<file path="src/rtl/uart_port_arbiter_pkg.sv">
// -----------------------------------------------------------------------------
// uart_port_arbiter_pkg
// Shared types and constants for the UART port arbiter.
//   arb_mode_t : mode FSM states (BOOT / RUN plus drain and escape-ack states)
//   rx_dest_t  : destination tag stored alongside a buffered RX byte
//   tx_src_t   : TX round-robin pointer value (which source was granted last)
//   ASCII_*    : character constants used by the arbiter
// -----------------------------------------------------------------------------
package uart_port_arbiter_pkg;

   // ASCII constants
   localparam logic [7:0] ASCII_ESC  = 8'h1B;
   localparam logic [7:0] ASCII_BANG = 8'h21;

   typedef enum logic [2:0] {
      M_BOOT    = 3'd0,
      M_TO_RUN  = 3'd1,
      M_RUN     = 3'd2,
      M_TO_BOOT = 3'd3,
      M_ESC_ACK = 3'd4
   } arb_mode_t;

   typedef enum logic {
      DEST_BIOS = 1'b0,
      DEST_CPU  = 1'b1
   } rx_dest_t;

   typedef enum logic {
      SRC_BIOS = 1'b0,
      SRC_CPU  = 1'b1
   } tx_src_t;

endpackage

</file>
<file path="src/rtl/uart_port_arbiter_if.sv">
// -----------------------------------------------------------------------------
// uart_port_arbiter_if
// Bundles every stream and control signal of the UART port arbiter.
//   slave  : arbiter side (drives o_* signals, samples i_* signals)
//   master : environment side (UART, bios, CPU and control drivers)
// Streams: rx (UART->arb), tx (arb->UART), bios (arb->bios), bios_tx
// (bios->arb), cpu (arb->CPU), cpu_tx (CPU->arb); control: i_run_req,
// o_mode, o_esc.
// -----------------------------------------------------------------------------
interface uart_port_arbiter_if #(
   parameter int DATA_W = 8
);
   logic [DATA_W-1:0] i_rx_data;
   logic              i_rx_valid;
   logic              o_rx_ready;
   logic [DATA_W-1:0] o_tx_data;
   logic              o_tx_valid;
   logic              i_tx_ready;
   logic [DATA_W-1:0] o_bios_data;
   logic              o_bios_valid;
   logic              i_bios_ready;
   logic [DATA_W-1:0] i_bios_tx_data;
   logic              i_bios_tx_valid;
   logic              o_bios_tx_ready;
   logic [DATA_W-1:0] o_cpu_data;
   logic              o_cpu_valid;
   logic              i_cpu_ready;
   logic [DATA_W-1:0] i_cpu_tx_data;
   logic              i_cpu_tx_valid;
   logic              o_cpu_tx_ready;
   logic              i_run_req;
   logic              o_mode;
   logic              o_esc;

   modport slave (
      input  i_rx_data, i_rx_valid, i_tx_ready, i_bios_ready,
             i_bios_tx_data, i_bios_tx_valid, i_cpu_ready,
             i_cpu_tx_data, i_cpu_tx_valid, i_run_req,
      output o_rx_ready, o_tx_data, o_tx_valid, o_bios_data, o_bios_valid,
             o_bios_tx_ready, o_cpu_data, o_cpu_valid, o_cpu_tx_ready,
             o_mode, o_esc
   );

   modport master (
      output i_rx_data, i_rx_valid, i_tx_ready, i_bios_ready,
             i_bios_tx_data, i_bios_tx_valid, i_cpu_ready,
             i_cpu_tx_data, i_cpu_tx_valid, i_run_req,
      input  o_rx_ready, o_tx_data, o_tx_valid, o_bios_data, o_bios_valid,
             o_bios_tx_ready, o_cpu_data, o_cpu_valid, o_cpu_tx_ready,
             o_mode, o_esc
   );
endinterface

</file>
<file path="src/rtl/uart_port_arbiter_axis_reg1.sv">
// -----------------------------------------------------------------------------
// axis_reg1
// One-deep valid/ready register slice with clock enable.
//   clk, rst     : clock, asynchronous active-high reset (drops the entry)
//   clk_en_i     : entry updates only when high; s_ready_o is gated by it
//   s_data_i / s_valid_i / s_ready_o : upstream handshake
//   m_data_o / m_valid_o / m_ready_i : downstream handshake
// Accepts a new word when empty or when the held word leaves in the same
// cycle, giving one word per cycle at full throughput.
// -----------------------------------------------------------------------------
module axis_reg1 #(
   parameter int W = 8
) (
   input  logic         clk,
   input  logic         rst,
   input  logic         clk_en_i,
   input  logic [W-1:0] s_data_i,
   input  logic         s_valid_i,
   output logic         s_ready_o,
   output logic [W-1:0] m_data_o,
   output logic         m_valid_o,
   input  logic         m_ready_i
);
   logic         valid_q;
   logic [W-1:0] data_q;

   assign s_ready_o = clk_en_i & (~valid_q | m_ready_i);
   assign m_valid_o = valid_q;
   assign m_data_o  = data_q;

   always_ff @(posedge clk or posedge rst) begin
      if (rst) begin
         valid_q <= 1'b0;
         data_q  <= '0;
      end else if (clk_en_i) begin
         if (s_valid_i && s_ready_o) begin
            valid_q <= 1'b1;
            data_q  <= s_data_i;
         end else if (m_ready_i) begin
            valid_q <= 1'b0;
         end
      end
   end
endmodule

</file>
<file path="src/rtl/uart_port_arbiter.sv">
// -----------------------------------------------------------------------------
// uart_port_arbiter
// Shares one UART byte stream between the bios command parser and the CPU.
//   BOOT : RX bytes go to bios, TX carries bios replies only.
//   RUN  : RX bytes go to the CPU, TX is round-robin between CPU and bios.
//   Mode changes pass through drain states that close intake until both
//   one-deep buffers are empty. ESC_COUNT consecutive ESC_CHAR bytes in RUN
//   return the port to BOOT (the last escape byte is swallowed).
// Ports:
//   clk, rst : clock, asynchronous active-high reset
//   clk_en   : all state advances only when high; every ready is gated by it
//   bus      : uart_port_arbiter_if.slave (all streams, i_run_req, o_mode,
//              o_esc)
// Build option: define UART_ARB_ESC_ACK_EN to send '!' on the UART after an
// escape-triggered return, before entering BOOT and pulsing o_esc.
// -----------------------------------------------------------------------------
module uart_port_arbiter
   import uart_port_arbiter_pkg::*;
#(
   parameter int                DATA_W    = 8,
   parameter logic [DATA_W-1:0] ESC_CHAR  = DATA_W'(ASCII_ESC),
   parameter int                ESC_COUNT = 3
) (
   input logic                clk,
   input logic                rst,
   input logic                clk_en,
   uart_port_arbiter_if.slave bus
);
   localparam logic [3:0] ESC_MAX  = 4'(ESC_COUNT);
   localparam logic [3:0] ESC_LAST = 4'(ESC_COUNT - 1);

   arb_mode_t  state_q;
   logic       mode_q;
   logic       esc_q;
   logic [3:0] esc_cnt_q;
   tx_src_t    last_q;

   // ---------------- RX path ----------------
   logic              rx_open, rx_is_esc, rx_esc_last, rx_fire;
   logic              rx_s_valid, rx_s_ready, rx_m_valid, rx_m_ready;
   logic              rx_m_to_cpu;
   rx_dest_t          rx_tag;
   logic [DATA_W:0]   rx_s_payload, rx_m_payload;

   assign rx_open     = (state_q == M_BOOT) || (state_q == M_RUN);
   assign rx_is_esc   = (bus.i_rx_data == ESC_CHAR);
   // The final escape byte of the sequence is handshaken but never buffered.
   assign rx_esc_last = (state_q == M_RUN) && rx_is_esc && (esc_cnt_q == ESC_LAST);
   assign bus.o_rx_ready = rx_s_ready & rx_open;
   assign rx_fire     = bus.i_rx_valid & bus.o_rx_ready;
   assign rx_s_valid  = bus.i_rx_valid & rx_open & ~rx_esc_last;
   assign rx_tag      = (state_q == M_RUN) ? DEST_CPU : DEST_BIOS;
   assign rx_s_payload = {rx_tag, bus.i_rx_data};

   assign rx_m_to_cpu = (rx_m_payload[DATA_W] == DEST_CPU);
   assign rx_m_ready  = rx_m_to_cpu ? bus.i_cpu_ready : bus.i_bios_ready;

   assign bus.o_bios_valid = rx_m_valid & ~rx_m_to_cpu;
   assign bus.o_cpu_valid  = rx_m_valid &  rx_m_to_cpu;
   assign bus.o_bios_data  = rx_m_payload[DATA_W-1:0];
   assign bus.o_cpu_data   = rx_m_payload[DATA_W-1:0];

   axis_reg1 #(.W(DATA_W + 1)) u_rx_reg (
      .clk       (clk),
      .rst       (rst),
      .clk_en_i  (clk_en),
      .s_data_i  (rx_s_payload),
      .s_valid_i (rx_s_valid),
      .s_ready_o (rx_s_ready),
      .m_data_o  (rx_m_payload),
      .m_valid_o (rx_m_valid),
      .m_ready_i (rx_m_ready)
   );

   // ---------------- TX path ----------------
   logic              bios_sel, cpu_sel, cpu_pick, ack_inject;
   logic              bios_tx_fire, cpu_tx_fire;
   logic              tx_s_valid, tx_s_ready, tx_m_valid;
   logic [DATA_W-1:0] tx_s_data, tx_m_data;

   // Only one source can be selected while both are valid, so at most one
   // intake handshake completes per cycle.
   assign bios_sel = (state_q == M_BOOT) ||
                     ((state_q == M_RUN) && (!bus.i_cpu_tx_valid || last_q == SRC_CPU));
   assign cpu_sel  = (state_q == M_RUN) &&
                     (!bus.i_bios_tx_valid || last_q == SRC_BIOS);

   assign bus.o_bios_tx_ready = tx_s_ready & bios_sel;
   assign bus.o_cpu_tx_ready  = tx_s_ready & cpu_sel;
   assign bios_tx_fire = bus.i_bios_tx_valid & bus.o_bios_tx_ready;
   assign cpu_tx_fire  = bus.i_cpu_tx_valid  & bus.o_cpu_tx_ready;
   assign cpu_pick     = cpu_sel & bus.i_cpu_tx_valid;

`ifdef UART_ARB_ESC_ACK_EN
   // The TX buffer is empty on entry, so inject exactly once.
   assign ack_inject = (state_q == M_ESC_ACK) && !tx_m_valid;
`else
   assign ack_inject = 1'b0;
`endif

   assign tx_s_valid = ack_inject | (bus.i_bios_tx_valid & bios_sel) | cpu_pick;
   assign tx_s_data  = ack_inject ? DATA_W'(ASCII_BANG) :
                       (cpu_pick ? bus.i_cpu_tx_data : bus.i_bios_tx_data);

   axis_reg1 #(.W(DATA_W)) u_tx_reg (
      .clk       (clk),
      .rst       (rst),
      .clk_en_i  (clk_en),
      .s_data_i  (tx_s_data),
      .s_valid_i (tx_s_valid),
      .s_ready_o (tx_s_ready),
      .m_data_o  (tx_m_data),
      .m_valid_o (tx_m_valid),
      .m_ready_i (bus.i_tx_ready)
   );

   assign bus.o_tx_valid = tx_m_valid;
   assign bus.o_tx_data  = tx_m_data;

   // ---------------- Mode FSM ----------------
   logic bufs_empty;
   assign bufs_empty = ~rx_m_valid & ~tx_m_valid;

   always_ff @(posedge clk or posedge rst) begin
      if (rst) begin
         state_q   <= M_BOOT;
         mode_q    <= 1'b0;
         esc_q     <= 1'b0;
         esc_cnt_q <= 4'd0;
         last_q    <= SRC_BIOS;
      end else if (clk_en) begin
         esc_q <= 1'b0;
         if (cpu_tx_fire) begin
            last_q <= SRC_CPU;
         end else if (bios_tx_fire) begin
            last_q <= SRC_BIOS;
         end
         case (state_q)
            M_BOOT: begin
               if (bus.i_run_req) begin
                  state_q <= M_TO_RUN;
               end
            end
            M_TO_RUN: begin
               if (bufs_empty) begin
                  state_q   <= M_RUN;
                  esc_cnt_q <= 4'd0;
                  mode_q    <= 1'b1;
               end
            end
            M_RUN: begin
               if (rx_fire) begin
                  if (rx_is_esc) begin
                     if (esc_cnt_q != ESC_MAX) begin
                        esc_cnt_q <= esc_cnt_q + 4'd1;
                     end
                     if (rx_esc_last) begin
                        state_q <= M_TO_BOOT;
                     end
                  end else begin
                     esc_cnt_q <= 4'd0;
                  end
               end
            end
            M_TO_BOOT: begin
               if (bufs_empty) begin
`ifdef UART_ARB_ESC_ACK_EN
                  state_q <= M_ESC_ACK;
`else
                  state_q <= M_BOOT;
                  mode_q  <= 1'b0;
                  esc_q   <= 1'b1;
`endif
               end
            end
            M_ESC_ACK: begin
`ifdef UART_ARB_ESC_ACK_EN
               if (tx_m_valid && bus.i_tx_ready) begin
                  state_q <= M_BOOT;
                  mode_q  <= 1'b0;
                  esc_q   <= 1'b1;
               end
`else
               state_q <= M_BOOT;
`endif
            end
            default: state_q <= M_BOOT;
         endcase
      end
   end

   assign bus.o_mode = mode_q;
   assign bus.o_esc  = esc_q;

endmodule
</file>
<file path="src/flat_wrapper.sv">
// flat-port wrapper written by rule: the top's interface ports become plain ports
module uart_port_arbiter_flat import uart_port_arbiter_pkg::*;
#(
   parameter int                DATA_W    = 8,
   parameter logic [DATA_W-1:0] ESC_CHAR  = DATA_W'(ASCII_ESC),
   parameter int                ESC_COUNT = 3
)
  (clk, rst, clk_en, bus_i_rx_data, bus_i_rx_valid, bus_i_tx_ready, bus_i_bios_ready, bus_i_bios_tx_data, bus_i_bios_tx_valid, bus_i_cpu_ready, bus_i_cpu_tx_data, bus_i_cpu_tx_valid, bus_i_run_req, bus_o_rx_ready, bus_o_tx_data, bus_o_tx_valid, bus_o_bios_data, bus_o_bios_valid, bus_o_bios_tx_ready, bus_o_cpu_data, bus_o_cpu_valid, bus_o_cpu_tx_ready, bus_o_mode, bus_o_esc);
  uart_port_arbiter_if #(.DATA_W(DATA_W)) bus_i ();
  input logic clk;
  input logic rst;
  input logic clk_en;
  input wire logic [$bits(bus_i.i_rx_data)-1:0] bus_i_rx_data;
  input wire logic [$bits(bus_i.i_rx_valid)-1:0] bus_i_rx_valid;
  input wire logic [$bits(bus_i.i_tx_ready)-1:0] bus_i_tx_ready;
  input wire logic [$bits(bus_i.i_bios_ready)-1:0] bus_i_bios_ready;
  input wire logic [$bits(bus_i.i_bios_tx_data)-1:0] bus_i_bios_tx_data;
  input wire logic [$bits(bus_i.i_bios_tx_valid)-1:0] bus_i_bios_tx_valid;
  input wire logic [$bits(bus_i.i_cpu_ready)-1:0] bus_i_cpu_ready;
  input wire logic [$bits(bus_i.i_cpu_tx_data)-1:0] bus_i_cpu_tx_data;
  input wire logic [$bits(bus_i.i_cpu_tx_valid)-1:0] bus_i_cpu_tx_valid;
  input wire logic [$bits(bus_i.i_run_req)-1:0] bus_i_run_req;
  output wire logic [$bits(bus_i.o_rx_ready)-1:0] bus_o_rx_ready;
  output wire logic [$bits(bus_i.o_tx_data)-1:0] bus_o_tx_data;
  output wire logic [$bits(bus_i.o_tx_valid)-1:0] bus_o_tx_valid;
  output wire logic [$bits(bus_i.o_bios_data)-1:0] bus_o_bios_data;
  output wire logic [$bits(bus_i.o_bios_valid)-1:0] bus_o_bios_valid;
  output wire logic [$bits(bus_i.o_bios_tx_ready)-1:0] bus_o_bios_tx_ready;
  output wire logic [$bits(bus_i.o_cpu_data)-1:0] bus_o_cpu_data;
  output wire logic [$bits(bus_i.o_cpu_valid)-1:0] bus_o_cpu_valid;
  output wire logic [$bits(bus_i.o_cpu_tx_ready)-1:0] bus_o_cpu_tx_ready;
  output wire logic [$bits(bus_i.o_mode)-1:0] bus_o_mode;
  output wire logic [$bits(bus_i.o_esc)-1:0] bus_o_esc;
  assign bus_i.i_rx_data = bus_i_rx_data;
  assign bus_i.i_rx_valid = bus_i_rx_valid;
  assign bus_i.i_tx_ready = bus_i_tx_ready;
  assign bus_i.i_bios_ready = bus_i_bios_ready;
  assign bus_i.i_bios_tx_data = bus_i_bios_tx_data;
  assign bus_i.i_bios_tx_valid = bus_i_bios_tx_valid;
  assign bus_i.i_cpu_ready = bus_i_cpu_ready;
  assign bus_i.i_cpu_tx_data = bus_i_cpu_tx_data;
  assign bus_i.i_cpu_tx_valid = bus_i_cpu_tx_valid;
  assign bus_i.i_run_req = bus_i_run_req;
  assign bus_o_rx_ready = bus_i.o_rx_ready;
  assign bus_o_tx_data = bus_i.o_tx_data;
  assign bus_o_tx_valid = bus_i.o_tx_valid;
  assign bus_o_bios_data = bus_i.o_bios_data;
  assign bus_o_bios_valid = bus_i.o_bios_valid;
  assign bus_o_bios_tx_ready = bus_i.o_bios_tx_ready;
  assign bus_o_cpu_data = bus_i.o_cpu_data;
  assign bus_o_cpu_valid = bus_i.o_cpu_valid;
  assign bus_o_cpu_tx_ready = bus_i.o_cpu_tx_ready;
  assign bus_o_mode = bus_i.o_mode;
  assign bus_o_esc = bus_i.o_esc;
  uart_port_arbiter #(.DATA_W(DATA_W), .ESC_CHAR(ESC_CHAR), .ESC_COUNT(ESC_COUNT)) u_core (.clk(clk), .rst(rst), .clk_en(clk_en), .bus(bus_i));
endmodule
</file>
<file path="config.mk">
export PLATFORM = sky130hd
export DESIGN_NAME = uart_port_arbiter_flat
export DESIGN_NICKNAME = d
export VERILOG_FILES = /design/src/rtl/uart_port_arbiter_pkg.sv /design/src/rtl/uart_port_arbiter_if.sv /design/src/rtl/uart_port_arbiter_axis_reg1.sv /design/src/rtl/uart_port_arbiter.sv /design/src/flat_wrapper.sv
export SDC_FILE = /design/constraint.sdc
export NUM_CORES = 1
export LEC_CHECK = 0
export CORE_MARGIN = 1
export CORE_UTILIZATION = 40
export CTS_BUF_LIST = sky130_fd_sc_hd__clkbuf_8
export DETAILED_ROUTE_END_ITERATION = 8
export PLACE_DENSITY = 0.81
export RECOVER_POWER = 50
export SLEW_MARGIN = 20
export SYNTH_ARGS = -nofsm -noshare
export SYNTH_HDL_FRONTEND = slang
export SYNTH_HIERARCHICAL = 1
export SYNTH_SLANG_ARGS = --single-unit
</file>
<file path="constraint.sdc">
create_clock -name clk -period 2 [get_ports clk]
set_clock_uncertainty 0.2 [all_clocks]
set_input_delay 0.4 -clock clk [delete_from_list [all_inputs] [get_ports clk]]
set_output_delay 0.4 -clock clk [all_outputs]
set_load 0.005 [all_outputs]
</file>
==> impl_metrics.tcl, run 1 <==
set metrics [dict create \
    nets 273 \
    cell_internal_pwr_uw 2370 \
    synth.distinct_cells 36 \
    stdcell_count 279 \
    cts_tree "built" \
    drt_iter0_drc 19 \
    ys_ff_latch 28 \
    critPathRequiredTime_ps 1970 \
    holdPathStages 1 \
    finalHoldViolCount 0 \
    firstDrtPassIters 4 \
    insertion_delay_ps 270 \
    syn2layout_area_growth_pct 65.0 \
    antenna_found_initial 0 \
    post-place-cells 271 \
    design_area_um2 2720 \
    cts_root_buf "clkbuf_8" \
    gp_congestion 0.827 \
    synthCells 140 \
    cts_buffers 3 \
    period_share_pct 106 \
    grt.overflow.total 0 \
    fillers 261 \
    antenna_cells 0 \
    clock_sinks 28 \
    synthArstFlopShare_pct 100 \
    synth_top_area_share_pct 42.6 \
    clk_transition_reported_paths_ps 90 \
    r2r_end "u_core/u_rx_reg/m_data_o[7]" \
    pwr-share-seq_pct 28.9 \
    setup_slack_ps -125 \
    rr_startpoint "u_core/state_q[0]" \
    die_area_um2 4380 \
    reg2regPathDepth 8 \
    synth-edff-count 0 \
    min_period_ps 2120 \
    setup-violations-final 17 \
    multiInputGateArea_um2 965 \
    wire_per_inst_um 15.6 \
    switching_share_pct 31.0 \
    grt_pass1_wl_mm 6.91 \
    clock.fmax_mhz 471 \
    p_clk_share_pct 8.7 \
    slew_viol_final 0 \
    avgSynthCellArea_um2 11.8 \
    synth.most_common_cell "dfrtp_1" \
    ir_worst_vdd_uv 741 \
    dp_hpwl_mm 3.28 \
    worstPathArrival_ps 2090 \
    leakagePower_uw 0.00123 \
    port_buffers 65 \
    fp-row-count 22 \
    synth.area.top_cells "dfrtp_1 43%, mux2_4 16%, mux2_2 7.5%" \
    core_um2 3800 \
    htreeDepth 1 \
    holdCritStartpoint "u_core/u_tx_reg/m_data_o[5]" \
    clock_path_buffers 2 \
    grt_max_degree 15 \
    hold_end "u_core/u_tx_reg/m_data_o[5]" \
    maxCapViolCount 0 \
    track_usage_pct 20.9 \
    hold_buffers 0 \
    tightestPinTransition_ps 539 \
    outcome "finished, violations left" \
    critPathLaunchType "flop" \
    drt_wl_total_mm 4.36 \
    powerDensity_nw_per_um2 1260 \
    ys_seq_area_share_pct 42.6 \
    syn-cell-area_um2 1650 \
    vias 1445 \
    post_route_cells_drive_above_1_share_pct 37.2 \
    p_switching_uw 1070 \
    endpoint_kind "flop" \
    r2r_slack_ps -120 \
    placed_area_um2 2520 \
    ant_nets 0 \
    die_height_um 66.2 \
    yosysTopAreaCell "dfrtp_1" \
    via_per_inst 5.18 \
    remaining_drc_errors 0 \
    min_path_type "reg -> reg" \
    dieWidth_um 66.2 \
    initial_core_util_pct 43.3 \
    power_frac_comb_pct 62.5 \
    critPathKind "reg -> reg" \
    yosys-top-cells-count "28 x dfrtp_1, 17 x mux2_4, 11 x mux2_2" \
    io_pins 66 \
    worstPathMaxFanout 9 \
    grt_pass1_vias 1569 \
    area.sequential_um2 701 \
    ys.flop_type "dfrtp_1" \
    yosys_warnings 6 \
    syn_nets 180 \
    violations "negative setup slack" \
    max_slew_margin_pct 64.0 \
    rsz0062_at_grt "true" \
]
## what timing repair did
| action | 4_1_cts | 5_1_grt |
|---|---|---|
| setup endpoints to repair | 28 | 26 |
| resized for setup | 35 | 11 |
| pin swaps | 7 | 2 |
| setup buffers | 1 | 4 |
| endpoints found under the hold margin | 0 | 0 |
| cloned | 0 | 0 |
## cells in the final DEF, fill, tap and decap left out, types with 3 or more instances in the layout
cell and count:
clkdlybuf4s50_1 55, dfrtp_1 28, buf_4 26, mux2_4 20
inv_1 8, mux2_2 8, dlygate4sd2_1 6, nand3_1 5
nand2_1 5, nor2_1 4, o21ai_0 4, ha_1 4
clkbuf_8 3, o21ai_1 3, and3_1 3, buf_6 3
## kinds of logic (layout without fill, tap and decap cells)
group | count (synthesis) | after routing | synth area share [%]
AND/OR/NAND/NOR | 37 | 37 | 13.5
flip-flops | 28 | 28 | 42.6
multiplexers | 28 | 28 | 23.0
AO/OA/AOI/OAI | 22 | 22 | 9.35
adder cells (fa/ha/maj) | 6 | 6 | 4.56
buffers and inverters | 19 | 110 | 7.07
## flip-flops by register name (all words and copies together), names as in the netlist
register / count
u_core/bus.o_esc: 1
u_core/bus.o_mode: 1
u_core/esc_cnt_q: 4
u_core/last_q: 1
u_core/state_q: 2
u_core/u_rx_reg/m_data_o: 9
u_core/u_rx_reg/m_valid_o: 1
u_core/u_tx_reg/m_data_o: 8
u_core/u_tx_reg/m_valid_o: 1
## critical path, stage by stage, from the launching register on
cell and delay [ps]:
dfrtp_1 400, inv_2 90, ha_4 140, and4bb_1 260
nand4_1 120, and3b_1 190, and3_1 170, buf_12 150
mux2_4 290
## cell type report
class                      count  area share, %
multi-input combinational     93           35.5
timing repair buffer          98           33.7
sequential                    28           25.8
tap                           48           2.21
clock buffer                   3           1.52
inverter                       9           1.24
## stage by stage
step                hold WS (ps)  setup WS (ps)  setup TNS [ps]  util (%)  power, µW
floorplan                   27.9          -30.0            -270         -       1910
global placement             301           -587           -8790      66.4       2840
detailed placement           297           -580          -10150      66.4       2910
CTS                          241           -132           -1330      69.2       3350
global route                 344           -171           -2790      71.5       3650
finish                       328           -125           -1350      71.5       3440
## worst max path at each step
stage,startpoint,to,slack [ps],depth (start not counted)
floorplan,u_core/state_q[0],u_core/u_rx_reg/m_data_o[0],-30,8
global placement,bus_i_cpu_ready,bus_o_rx_ready,-590,6
detailed placement,bus_i_cpu_ready,bus_o_rx_ready,-580,6
CTS,u_core/u_rx_reg/m_data_o[8],bus_o_rx_ready,-130,5
global route,u_core/state_q[0],u_core/u_rx_reg/m_data_o[5],-170,8
finish,u_core/state_q[0],u_core/u_rx_reg/m_data_o[7],-120,8
## layer usage
layer	vias to the layer above	wire (µm)	global-route usage, %
met1	697	1650	22.6
met5	-	0	0
li1	672	-	-
met3	8	275	6.03
met4	0	56	6.38
met2	68	2370	38.9
## power by group through the flow
stage                     Sequential [µW]  Clock, µW  Combinational (µW)
final                                 993        297                2150
after global routing                 1020        334                2290
after detailed placement              987          0                1920
after CTS                             998        311                2040
after floorplan                      1000          0                 910
after global placement                977          0                1860
(Power assumes the default switching activity.)
==> inputs of run 2 (changes only) <==
- CORE_MARGIN: 1 -> 2
- SYNTH_HIERARCHICAL: 1 -> unset
- clock period: 2 -> 1.8 ns (I/O delays scaled with it)
==> run 2 against run 1 <==
The run still ends with negative setup slack left. Sequential share of layout area shrank 0.12 points. Area after synthesis shrank 2.5%. Total power grew 12%. Critical path depth grew 2. Highest routed layer unchanged.
==> impl_metrics.tcl, run 2 <==
set metrics [dict create \
    outcome "finished, violations left" \
    violations "negative setup slack" \
    synth.area.top_cells "dfrtp_1 44%, buf_4 7.5%, mux2i_1 6.9%" \
    worstPathCellList "inv_2 > buf_12 > ha_4 > o21ai_4 > buf_6 > a211oi_4 > buf_6 > o211ai_4 > buf_4 > o31ai_2" \
    avgSynthCellArea_um2 10.2 \
    cp_num_cells 10 \
    remaining_drc_errors 0 \
    firstDrtPassIters 4 \
    total_power_uw 3850 \
    post-place-cells 284 \
    drt_iter0_drc 86 \
    grt.overflow.total 0 \
    drt_wl_total_mm 4.36 \
    cts_buffers 3 \
    io_pins 66 \
    pre_cts_slack_ps -661 \
    powerDensity_nw_per_um2 1410 \
    finalHoldViolCount 0 \
    min_path_type "in -> reg" \
    clock_path_buffers 2 \
    cts_root_buf "clkbuf_8" \
    maxCapViolCount 0 \
    yosys-top-cells-count "28 x dfrtp_1, 16 x buf_4, 14 x a21oi_1" \
    die_area_um2 4540 \
    design_area_um2 2740 \
    period_share_pct 117 \
    crit_buf_inv 5 \
    antenna_found_initial 0 \
    holdPathStages 2 \
    initial_core_util_pct 40.7 \
    via_per_inst 4.92 \
    p_switching_uw 1340 \
    clk_transition_reported_paths_ps 100 \
    layout_commonest_cell "clkdlybuf4s50_1" \
    critPathKind "reg -> reg" \
    ir_worst_vdd_uv 672 \
    largest_reg_flops 9 \
    pwr-share-seq_pct 28.8 \
    cell_internal_pwr_uw 2520 \
    p_clk_share_pct 9.2 \
    yosysTopAreaCell "dfrtp_1" \
    placed_area_um2 2470 \
    crit_top_cell "buf_6" \
    slew_viol_final 0 \
    rsz0062_at_grt "true" \
    critPathRequiredTime_ps 1790 \
    switching_share_pct 34.7 \
    ys.flop_type "dfrtp_1" \
    track_usage_pct 17.9 \
    insertion_delay_ps 280 \
    ys_seq_area_share_pct 43.6 \
    dp_hpwl_mm 2.91 \
    cts_tree "built" \
    nets 295 \
    core_um2 3940 \
    vias 1481 \
    synth_mux_area_share_pct 12.5 \
    syn2layout_area_growth_pct 70.7 \
    gp_congestion 0.786 \
    setup-violations-final 27 \
    clock_sinks 28 \
    tightestPinTransition_ps 712 \
    setup_tns_ps -4950 \
    fp-row-count 23 \
    max_slew_margin_pct 52.5 \
    synthSimpleGateAreaFrac_pct 11.0 \
    stdcell_count 301 \
    grt_max_degree 29 \
    htreeDepth 1 \
    wire_per_inst_um 14.5 \
    synth_top_area_share_pct 43.6 \
    crit_slowest_cell "dfrtp_1" \
    synthArstFlopShare_pct 100 \
    reg2regPathDepth 10 \
    port_buffers 65 \
    final_cell_mix "50 x clkdlybuf4s50_1, 31 x buf_4, 26 x dfrtp_1" \
    synthAdderAreaFrac_pct 6.24 \
    synthCells 158 \
    synth_xor_area_share_pct 0.546 \
    worstPathMaxFanout 6 \
    yosys_warnings 0 \
    ys_ff_latch 28 \
    syn-cell-area_um2 1610 \
    synth-edff-count 0 \
    synth-compound-area-share_pct 15.3 \
    endpoint_kind "flop" \
    ant_nets 0 \
    synth_top_family_by_area "compound AO/OA/AOI/OAI gates" \
    antenna_cells 0 \
    dieWidth_um 67.4 \
    synth.distinct_cells 33 \
    synth.most_common_cell "dfrtp_1" \
    critPathLaunchType "flop" \
    critPathTopFamily "buffers and inverters" \
    worstPathArrival_ps 2100 \
    grt_pass1_wl_mm 6.29 \
    leakagePower_uw 0.00126 \
    power_frac_comb_pct 62.1 \
    die_height_um 67.4 \
    min_period_ps 2110 \
    setup_slack_ps -314 \
    max_stage_delay_ps 410 \
    syn_nets 200 \
    clock.fmax_mhz 473 \
    post_route_cells_drive_above_1_share_pct 31.9 \
    grt_pass1_vias 1455 \
]
-- run 2: changes by cell type after synthesis, moves of 4 or more --
cell,before,now
mux2_4,17,0
a21oi_1,2,14
buf_4,8,16
mux2_2,11,3
nor2_1,5,13
mux2_1,0,5
mux2i_1,0,11
nand2_1,5,9
-- run 2: path summary, 6_finish.rpt --
path / startpoint / to / slack [ps]
worst max register to register: u_core.state_q[0] / u_core.esc_cnt_q[3] / -310
min in group asynchronous: rst / u_core.u_tx_reg.m_data_o[7] / 510
worst min register to register: u_core.u_rx_reg.m_data_o[3] / u_core.u_rx_reg.m_data_o[3] / 340
worst min-delay path: bus_i_rx_data[2] / u_core.u_rx_reg.m_data_o[2] / 130
worst max-delay path: u_core.state_q[0] / u_core.esc_cnt_q[3] / -310
max in group asynchronous: rst / u_core.state_q[1] / 390
-- run 2: per-layer routing --
| metal | track usage, % | routed length [µm] |
|---|---|---|
| met1 | 22.3 | 1820 |
| met3 | 3.00 | 251 |
| met5 | 0 | 0 |
| met4 | 4.85 | 29 |
| met2 | 32.1 | 2260 |
-- run 2: area by class of cell --
| type | instances | area (µm²) |
|---|---|---|
| fill | 287 | 1200 |
| timing repair buffer | 107 | 1030 |
| multi-input combinational | 101 | 862 |
| sequential | 28 | 703 |
| tap | 50 | 62.6 |
| inverter | 12 | 45.0 |
| clock buffer | 3 | 41.3 |
-- run 2: metrics by stage --
stage | hold slack, ps | util, %
CTS | 240 | 65.6
finish | 134 | 69.5
detailed placement | 316 | 62.7
global route | 153 | 69.5
floorplan | 225 | -
global placement | 297 | 62.7
-- run 2: kinds of logic (layout without fill, tap and decap cells) --
kind of cell | count (synthesis) | in the layout
xor+xnor | 1 | 1
buf+inv | 30 | 122
simple gates | 35 | 35
mux | 19 | 19
compound gates | 37 | 38
fa+ha+maj | 8 | 8
flops | 28 | 28
-- run 2: timing repair --
action,in CTS,in global routing
pin swaps,6,10
setup endpoints to repair,30,31
endpoints found under the hold margin,0,0
hold buffers,0,0
resized for setup,33,18
setup buffers,5,5
cloned,1,3
-- run 2: power by group through the flow --
stage / Clock (µW) / Combinational (µW) / Sequential [µW]
2_1_floorplan: 0 / 1090 / 1100
3_3_place_gp: 0 / 2010 / 1090
3_5_place_dp: 0 / 2060 / 1110
4_1_cts: 354 / 2130 / 1100
5_1_grt: 378 / 2600 / 1150
6_report: 354 / 2390 / 1110
==> inputs of run 3 (changes only) <==
- CORE_MARGIN: 2 -> unset
==> run 3 against run 2 <==
The run still ends with negative setup slack left. Cell count unchanged. Fmax grew 5.0%. Hold slack better by 64 ps. Clock power rose by 9.3%. Sequential power about the same. Critical path depth down 2. Global-route usage is 1.8 points higher. Final area is 1.1% higher. Critical path type is now in -> reg. Critical endpoint is now u_core.u_rx_reg.m_data_o[7]. Largest cell class unchanged.
==> impl_metrics.tcl, run 3 (synthesis results as in run 2) <==
set metrics [dict create \
    pwr-share-seq_pct 27.1 \
    antenna_cells 0 \
    switching_share_pct 34.9 \
    rsz0062_at_grt "true" \
    setup_tns_ps -2760 \
    setup_slack_ps -214 \
    pre_cts_slack_ps -640 \
    critPathKind "in -> reg" \
    worstPathCellList "clkdlybuf4s50_1 > buf_4 > o21ai_4 > a211oi_4 > buf_6 > o21ai_4 > buf_6 > mux2_4" \
    maxCapViolCount 0 \
    drt_wl_total_mm 4.32 \
    p_switching_uw 1420 \
    grt_max_degree 19 \
    max_stage_delay_ps 510 \
    clock.fmax_mhz 497 \
    dp_hpwl_mm 3.09 \
    htreeDepth 1 \
    track_usage_pct 19.7 \
    largest_reg_flops 9 \
    worstPathMaxFanout 6 \
    dieWidth_um 65.4 \
    grt_pass1_vias 1438 \
    cts_buffers 3 \
    fin_hold_ws_ps 198 \
    final_cell_mix "50 x clkdlybuf4s50_1, 31 x buf_4, 26 x dfrtp_1" \
    critPathRequiredTime_ps 1760 \
    grt_pass1_wl_mm 6.44 \
    outcome "finished, violations left" \
    clock_path_buffers 2 \
    vias 1494 \
    tightestPinTransition_ps 901 \
    area.sequential_um2 703 \
    setup-violations-final 17 \
    cell_internal_pwr_uw 2650 \
    clk_transition_reported_paths_ps 90 \
    layout_commonest_cell "clkdlybuf4s50_1" \
    critPathTopFamily "buffers and inverters" \
    io_pins 66 \
    endpoint_kind "flop" \
    fp-row-count 22 \
    placed_area_um2 2460 \
    crit_slowest_cell "clkdlybuf4s50_1" \
    power_frac_comb_pct 63.4 \
    worstPathArrival_ps 1970 \
    core_um2 3740 \
    grt.overflow.total 0 \
    ir_worst_vdd_uv 758 \
    crit_buf_inv 4 \
    hold_buffers 0 \
    p_clk_share_pct 9.5 \
    die_height_um 65.4 \
    insertion_delay_ps 270 \
    initial_core_util_pct 42.9 \
    drt_iter0_drc 19 \
    gp_congestion 0.789 \
    period_share_pct 112 \
    max_slew_margin_pct 39.9 \
    nets 296 \
    die_area_um2 4270 \
    cts_root_buf "clkbuf_8" \
    remaining_drc_errors 0 \
    firstDrtPassIters 4 \
    powerDensity_nw_per_um2 1470 \
    fin_util_pct 74.0 \
    violations "negative setup slack" \
    finalHoldViolCount 0 \
    ant_nets 0 \
    antenna_found_initial 0 \
    port_buffers 65 \
    critPathLaunchType "input pin" \
    fillers 261 \
    multiInputGateArea_um2 907 \
    syn2layout_area_growth_pct 72.6 \
    post_route_cells_drive_above_1_share_pct 35.6 \
    wire_per_inst_um 14.3 \
    leakagePower_uw 0.00129 \
    design_area_um2 2770 \
    slew_viol_final 0 \
    via_per_inst 4.96 \
    min_path_type "in -> reg" \
    clock_sinks 28 \
    min_period_ps 2010 \
    cts_tree "built" \
]
==> run 3: power groups by stage <==
stage	registers (µW)	logic [µW]	clock network [µW]
2_1_floorplan	1100	1090	0
3_3_place_gp	1080	1980	0
3_5_place_dp	1110	2050	0
4_1_cts	1100	2280	393
5_1_grt	1140	2760	414
6_report	1100	2580	387
==> run 3: metal layers <==
metal | up-vias | GRT usage [%] | part of all wire, %
met1 | 719 | 24.1 | 42
met5 | - | 0 | 0
met2 | 49 | 36.7 | 52
li1 | 722 | - | -
met3 | 4 | 2.43 | 4.9
met4 | 0 | 4.08 | 0.76
==> run 3: what timing repair did <==
item | CTS | global route
endpoints found under the setup margin | 22 | 21
resized for setup | 44 | 32
cloned | 0 | 0
pin swaps | 9 | 8
hold endpoints to repair | 0 | 0
setup buffers | 10 | 8
==> run 3: final timing paths <==
path                                                   from                           to  slack, ps  cells past startpoint
worst max-delay path                                 clk_en  u_core.u_rx_reg.m_data_o[7]       -210                      8
worst max register to register            u_core.state_q[0]  u_core.u_rx_reg.m_data_o[7]       -210                      9
worst min register to register  u_core.u_tx_reg.m_data_o[7]  u_core.u_tx_reg.m_data_o[7]        340                      2
worst min-delay path                       bus_i_rx_data[7]  u_core.u_rx_reg.m_data_o[7]        200                      2
min in group asynchronous                               rst  u_core.u_tx_reg.m_data_o[1]        520                      3
max in group asynchronous                               rst            u_core.state_q[1]        170                      3
==> run 3: layout make-up <==
cell class / count / area share (%)
Sequential cell: 28 / 25.4
Tap cell: 48 / 2.17
Timing Repair Buffer: 109 / 36.0
Multi-Input combinational cell: 100 / 32.7
Clock buffer: 4 / 1.99
Inverter: 12 / 1.72
==> run 3: stage by stage <==
step | total power, µW | instances
finish | 4070 | 301
global route | 4310 | 301
CTS | 3770 | 294
detailed placement | 3160 | 280
floorplan | 2190 | 158
global placement | 3060 | 280
==> run 3: worst register-to-register path, cell delays in order (launching register included) <==
cell and delay, ps:
dfrtp_1 400, inv_2 90, buf_6 120, ha_4 170, o21ai_4 80, a211oi_4 210
buf_6 150, o21ai_4 60, buf_6 130, mux2_4 290
